<file path="src/rtl/alu_status_stage.sv">
// -----------------------------------------------------------------------------
// alu_status_stage
//
// Sits directly behind the 32-bit ALU. Evaluates the instruction's ARM-style
// condition code against the architectural NZCV flags, commits new flags when
// the instruction asks for it, and buffers {result, rd, write-enable} in a
// 2-entry skid FIFO toward register-file writeback.
//
// Handshake: a transfer happens on a rising CLK edge where valid & ready are
// both high. A producer holding valid must keep its payload stable until the
// transfer; ready never depends combinationally on valid (both IN_READY and
// OUT_VALID are decoded from the registered occupancy count).
//
// Optional build macro: STICKY_OVF_EN adds CLR_STICKY / STICKY_V, a sticky
// overflow bit set by any flag-committing instruction that produced V=1.
//
// Ports:
//   CLK, RST_N            clock, asynchronous active-low reset
//   IN_VALID / IN_READY   upstream handshake
//   RESULT_IN, NZVC_IN    ALU result and its {N,Z,V,C} flags
//   SET_FLAGS, COND, RD_IN  instruction S bit, condition code, destination
//   OUT_VALID / OUT_READY writeback handshake
//   RESULT_OUT, RD_OUT, WE_OUT  head entry (WE_OUT = condition passed)
//   FLAGS_OUT             architectural {N,Z,V,C}
//   CLR_STICKY, STICKY_V  (STICKY_OVF_EN only) sticky overflow clear/status
// -----------------------------------------------------------------------------
module alu_status_stage #(
    parameter int WIDTH = 32,
    parameter int RA_W  = 4
) (
    input  logic             CLK,
    input  logic             RST_N,
    input  logic             IN_VALID,
    output logic             IN_READY,
    input  logic [WIDTH-1:0] RESULT_IN,
    input  logic [3:0]       NZVC_IN,
    input  logic             SET_FLAGS,
    input  logic [3:0]       COND,
    input  logic [RA_W-1:0]  RD_IN,
    output logic             OUT_VALID,
    input  logic             OUT_READY,
    output logic [WIDTH-1:0] RESULT_OUT,
    output logic [RA_W-1:0]  RD_OUT,
    output logic             WE_OUT,
`ifdef STICKY_OVF_EN
    input  logic             CLR_STICKY,
    output logic             STICKY_V,
`endif
    output logic [3:0]       FLAGS_OUT
);

    // FIFO storage and bookkeeping
    logic [WIDTH-1:0] r_res [2];
    logic [RA_W-1:0]  r_rd  [2];
    logic             r_we  [2];
    logic             r_wr_ptr;
    logic             r_rd_ptr;
    logic [1:0]       r_count;
    logic [3:0]       r_flags;

    logic w_accept;
    logic w_pop;
    logic w_pass;

    // Condition check against {N,Z,V,C}.
    function automatic logic cond_pass(input logic [3:0] c, input logic [3:0] f);
        logic n, z, v, cy;
        logic res;
        n   = f[3];
        z   = f[2];
        v   = f[1];
        cy  = f[0];
        res = 1'b0;
        case (c)
            4'h0: res = z;
            4'h1: res = !z;
            4'h2: res = cy;
            4'h3: res = !cy;
            4'h4: res = n;
            4'h5: res = !n;
            4'h6: res = v;
            4'h7: res = !v;
            4'h8: res = cy & !z;
            4'h9: res = !cy | z;
            4'hA: res = (n == v);
            4'hB: res = (n != v);
            4'hC: res = !z & (n == v);
            4'hD: res = z | (n != v);
            4'hE: res = 1'b1;
            default: res = 1'b0;
        endcase
        return res;
    endfunction

    assign IN_READY  = (r_count != 2'd2);
    assign OUT_VALID = (r_count != 2'd0);
    assign w_accept  = IN_VALID & IN_READY;
    assign w_pop     = OUT_VALID & OUT_READY;
    // Evaluated against the committed flags, which already reflect every
    // earlier accepted instruction, so dependent ops issue back-to-back.
    assign w_pass    = cond_pass(COND, r_flags);

    assign RESULT_OUT = r_res[r_rd_ptr];
    assign RD_OUT     = r_rd[r_rd_ptr];
    assign WE_OUT     = r_we[r_rd_ptr];
    assign FLAGS_OUT  = r_flags;

    always_ff @(posedge CLK or negedge RST_N) begin
        if (!RST_N) begin
            for (int i = 0; i < 2; i++) begin
                r_res[i] <= '0;
                r_rd[i]  <= '0;
                r_we[i]  <= 1'b0;
            end
            r_wr_ptr <= 1'b0;
            r_rd_ptr <= 1'b0;
            r_count  <= 2'd0;
            r_flags  <= 4'b0000;
        end else begin
            if (w_accept) begin
                // Failed-condition entries are still queued (WE=0) so
                // writeback order matches issue order.
                r_res[r_wr_ptr] <= RESULT_IN;
                r_rd[r_wr_ptr]  <= RD_IN;
                r_we[r_wr_ptr]  <= w_pass;
                r_wr_ptr        <= ~r_wr_ptr;
                if (w_pass && SET_FLAGS) begin
                    r_flags <= NZVC_IN;
                end
            end
            if (w_pop) begin
                r_rd_ptr <= ~r_rd_ptr;
            end
            case ({w_accept, w_pop})
                2'b10:   r_count <= r_count + 2'd1;
                2'b01:   r_count <= r_count - 2'd1;
                default: r_count <= r_count;
            endcase
        end
    end

`ifdef STICKY_OVF_EN
    logic r_sticky;

    // Set has priority over clear when both happen in one cycle.
    always_ff @(posedge CLK or negedge RST_N) begin
        if (!RST_N) begin
            r_sticky <= 1'b0;
        end else if (w_accept && w_pass && SET_FLAGS && NZVC_IN[1]) begin
            r_sticky <= 1'b1;
        end else if (CLR_STICKY) begin
            r_sticky <= 1'b0;
        end
    end

    assign STICKY_V = r_sticky;
`endif

endmodule

</file>
<file path="config.mk">
export PLATFORM = sky130hd
export DESIGN_NAME = alu_status_stage
export DESIGN_NICKNAME = d
export VERILOG_FILES = /design/src/rtl/alu_status_stage.sv
export SDC_FILE = /design/constraint.sdc
export NUM_CORES = 1
export LEC_CHECK = 0
export ABC_AREA = 0
export CAP_MARGIN = 20
export CELL_PAD_IN_SITES_DETAIL_PLACEMENT = 1
export CELL_PAD_IN_SITES_GLOBAL_PLACEMENT = 2
export CORE_ASPECT_RATIO = 1.5
export CORE_MARGIN = 2
export CORE_UTILIZATION = 36
export DETAILED_ROUTE_END_ITERATION = 10
export PLACE_DENSITY = 0.95
export SLEW_MARGIN = 20
export SYNTH_ARGS = -nofsm -noshare
export SYNTH_HDL_FRONTEND = slang
export SYNTH_SLANG_ARGS = --single-unit
</file>
<file path="constraint.sdc">
create_clock -name CLK -period 4.7 [get_ports CLK]
set_input_delay 0.47 -clock CLK [delete_from_list [all_inputs] [get_ports CLK]]
set_output_delay 0.47 -clock CLK [all_outputs]
set_load 0.01 [all_outputs]
</file>
==> impl_metrics.py <==
metrics = {
    "worst_setup_path": {
        "r2r_end": "r_res[51]",
        "r2r.worst_path.cells": 5,
        "cp.arrival_ps": 2270,
        "end_kind": "primary output",
        "cp_slowest_cell": "dfrtp_2",
        "r2r-start": "r_count[0]",
        "max_stage_delay_ps": 980,
        "r2r_slack_ps": 2550,
        "crit_fanout": 38,
        "crit_required_ps": 4230,
        "startpoint_type": "register",
        "worstPathCellList": "mux2_2 > clkdlybuf4s50_1",
        "path_class": "reg -> out",
    },
    "clock_network": {
        "clk_latency_ps": 330,
        "cts.sinks": 82,
        "cts_inserted_buffers": 9,
        "cts_buffer_depth": 2,
        "cts_hold_buf": 0,
        "clockRootBuffer": "clkbuf_16",
        "htreeDepth": 3,
        "clkTransAtPathRegs_ps": 70,
        "cts-resized-gates": 0,
        "cts_tree": "done",
        "post-cts-setup-buffers": 0,
    },
    "logic_synthesis": {
        "netlist_instances": 255,
        "synthTopCellsByArea": "dfrtp_1 (55%), mux2_2 (33%), xnor2_1 (1.4%), mux2_1 (1.2%), buf_2 (1.1%)",
        "synth_top_area_share_pct": 55.0,
        "synth_nets": 305,
        "ys_warn_count": 0,
        "synth_top_cell_by_area": "dfrtp_1",
        "ys_types": 31,
        "syn_area_per_cell_um2": 14.6,
        "synth-seq-cells": 82,
        "synth_area_um2": 3730,
        "yosysSeqAreaShare_pct": 55.0,
    },
    "cells_and_area": {
        "fillers": 1033,
        "multiInputGateArea_um2": 1620,
        "nNetsFinal": 394,
        "final_util_pct": 49.7,
        "seq_area_um2": 2050,
        "n_antenna_cell": 0,
        "drive_gt1_share_pct": 39.0,
        "synthToLayoutAreaGrowth_pct": 35.1,
        "final_area_um2": 5040,
    },
    "global_route": {
        "grt_pass1_wl_um": 13400,
        "gr-total-overflow": 0,
        "grt_usage_pct": 15.4,
        "antenna_found_initial": 0,
        "grt_max_degree": 83,
        "first_global_vias": 2685,
    },
    "sta": {
        "fmax_ghz": 0.366,
        "hold_viol": 0,
        "rsz0062_at_grt": "no",
        "final.setup.tns_ps": 0,
        "fin_ws_ps": 1960,
        "worst_pin_slew_ps": 996,
        "setup_viol": 0,
        "relSlewSlack_pct": 33.6,
        "drv_slew": 0,
        "period_minus_slack_ps": 2740,
        "fin_skew_ps": 5.50,
        "post-route-period-util_pct": 58.2,
    },
    "route": {
        "dr_total_vias": 2381,
        "drtPass1Iterations": 4,
        "wl_um": 8160,
        "wire_per_inst_um": 17.5,
        "drc": 0,
        "ant_nets": 0,
        "first_iter_violations": 49,
        "via_per_inst": 5.11,
    },
    "power_and_ir_drop": {
        "p_leak_nw": 2.02,
        "irDropWorstVdd_uv": 306,
        "pwr_density_cell_nw_per_um2": 749,
    },
    "status": {
        "status": "complete, no violations",
    },
    "placement": {
        "dp_slack_ps": 2070,
        "io_buffers": 91,
        "routabilityCongestion": 0.725,
        "place_area_um2": 4730,
        "hpwl_um": 5350,
    },
    "die": {
        "dieHeight_um": 129,
        "dieWidth_um": 87.1,
        "initial_core_util_pct": 36.8,
        "rows": 45,
        "fp.dieArea_um2": 11200,
        "ios": 92,
        "core_um2": 10100,
    },
    "flow_run": {
        "drv_cap": 0,
    },
    "worst_hold_path": {
        "hold_path_class": "in -> async",
    },
}
-- critical path, delay by kind of cell (launching register included) --
kind / cells / cell delay, ps
muxes: 1 / 420
DFF: 1 / 980
buffers and inverters: 1 / 520
-- cells by family after synthesis --
logic type | Yosys count | synth area share, %
AOI/OAI and AO/OA | 6 | 1.61
xor gates and xnor gates | 8 | 1.88
adders and majority gates | 1 | 0.335
buffers and inverters | 14 | 1.88
DFF | 82 | 55.0
muxes | 115 | 34.7
and+or+nand+nor | 29 | 4.63
-- cell usage after synthesis --
| cell | instances |
|---|---|
| or4b_1 | 1 |
| and2_4 | 1 |
| xor2_1 | 2 |
| xnor2_1 | 6 |
| mux2i_1 | 1 |
| a41o_1 | 1 |
| nand2_1 | 4 |
| a31oi_4 | 1 |
| or3b_2 | 1 |
| buf_2 | 8 |
| nor4_1 | 1 |
| mux2_2 | 110 |
| buf_1 | 2 |
| nor3_1 | 2 |
| nand3_1 | 3 |
| nor4_2 | 1 |
| a31oi_1 | 2 |
| and3_1 | 1 |
| or2_2 | 1 |
| dfrtp_1 | 82 |
| mux2_1 | 4 |
| nand4bb_1 | 1 |
| and2_1 | 2 |
| ha_1 | 1 |
| nor2_1 | 6 |
| nand2b_1 | 3 |
| o32a_1 | 1 |
| buf_6 | 1 |
| o22ai_1 | 1 |
| or3b_1 | 1 |
| clkbuf_1 | 3 |
-- sequential cells by signal, summed over array words and instances (netlist names) --
register / count
r_we: 2
r_count: 2
r_wr_ptr: 1
r_res: 64
r_rd: 8
FLAGS_OUT: 4
r_rd_ptr: 1
-- report_power, final --
group / switching (mW) / internal [mW]
logic: 0.600 / 1.12
registers: 0.272 / 1.07
clock network: 0.294 / 0.416
-- final cells by class --
class                      instances  share of cell area (%)
clock inverter                     7                    1.54
timing repair buffer              92                    18.2
multi-input combinational        159                    32.1
tap                              117                    2.90
sequential                        82                    40.7
clock buffer                       9                    4.47
-- per-stage QoR --
| stage | power [mW] | std cells | hold slack (ps) |
|---|---|---|---|
| floorplan | 2.30 | 255 | 174 |
| global placement | 3.04 | 450 | 480 |
| detailed placement | 3.11 | 450 | 492 |
| CTS | 3.85 | 466 | 361 |
| global route | 4.03 | 466 | 228 |
| finish | 3.78 | 466 | 169 |
-- how the worst max path moves through the flow --
stage | end | startpoint | slack (ps)
after floorplan | FLAGS_OUT[0] | COND[2] | 2680
after global placement | FLAGS_OUT[1] | COND[3] | 2120
after detailed placement | FLAGS_OUT[0] | COND[2] | 2070
after CTS | RD_OUT[3] | r_rd_ptr | 1910
after global routing | RD_OUT[3] | r_rd_ptr | 1850
final | RD_OUT[3] | r_rd_ptr | 1960
-- placed cells by master, fill, tap and decap left out, drive strengths merged --
| master | Yosys | routed |
|---|---|---|
| mux2 | 114 | 114 |
| clkdlybuf4s50 | 0 | 90 |
| dfrtp | 82 | 82 |
| clkbuf | 3 | 9 |
| xnor2 | 6 | 6 |
| nor2 | 6 | 6 |
| nand2 | 4 | 4 |
| nand2b | 3 | 3 |
| nand3 | 3 | 3 |
| and2 | 3 | 3 |
| a31oi | 3 | 3 |
| clkinv | 0 | 3 |
| nor3 | 2 | 2 |
| xor2 | 2 | 2 |
| inv | 0 | 2 |
| or3b | 2 | 2 |
| nor4 | 2 | 2 |
| buf | 11 | 2 |
| or2 | 1 | 1 |
| and3 | 1 | 1 |
| nand4bb | 1 | 1 |
| or4b | 1 | 1 |
| o22ai | 1 | 1 |
| mux2i | 1 | 1 |
| o32a | 1 | 1 |
| a41o | 1 | 1 |
| ha | 1 | 1 |
| clkinvlp | 0 | 1 |
| bufinv | 0 | 1 |
-- metal layers --
metal | track usage (%) | up-vias | part of all wire (%)
met5 | 0 | - | 0
met4 | 5.25 | 0 | 1.8
met3 | 2.95 | 8 | 3.3
met2 | 27.7 | 53 | 55
met1 | 18.2 | 1223 | 40
li1 | - | 1097 | -
(Power assumes the default switching activity.)
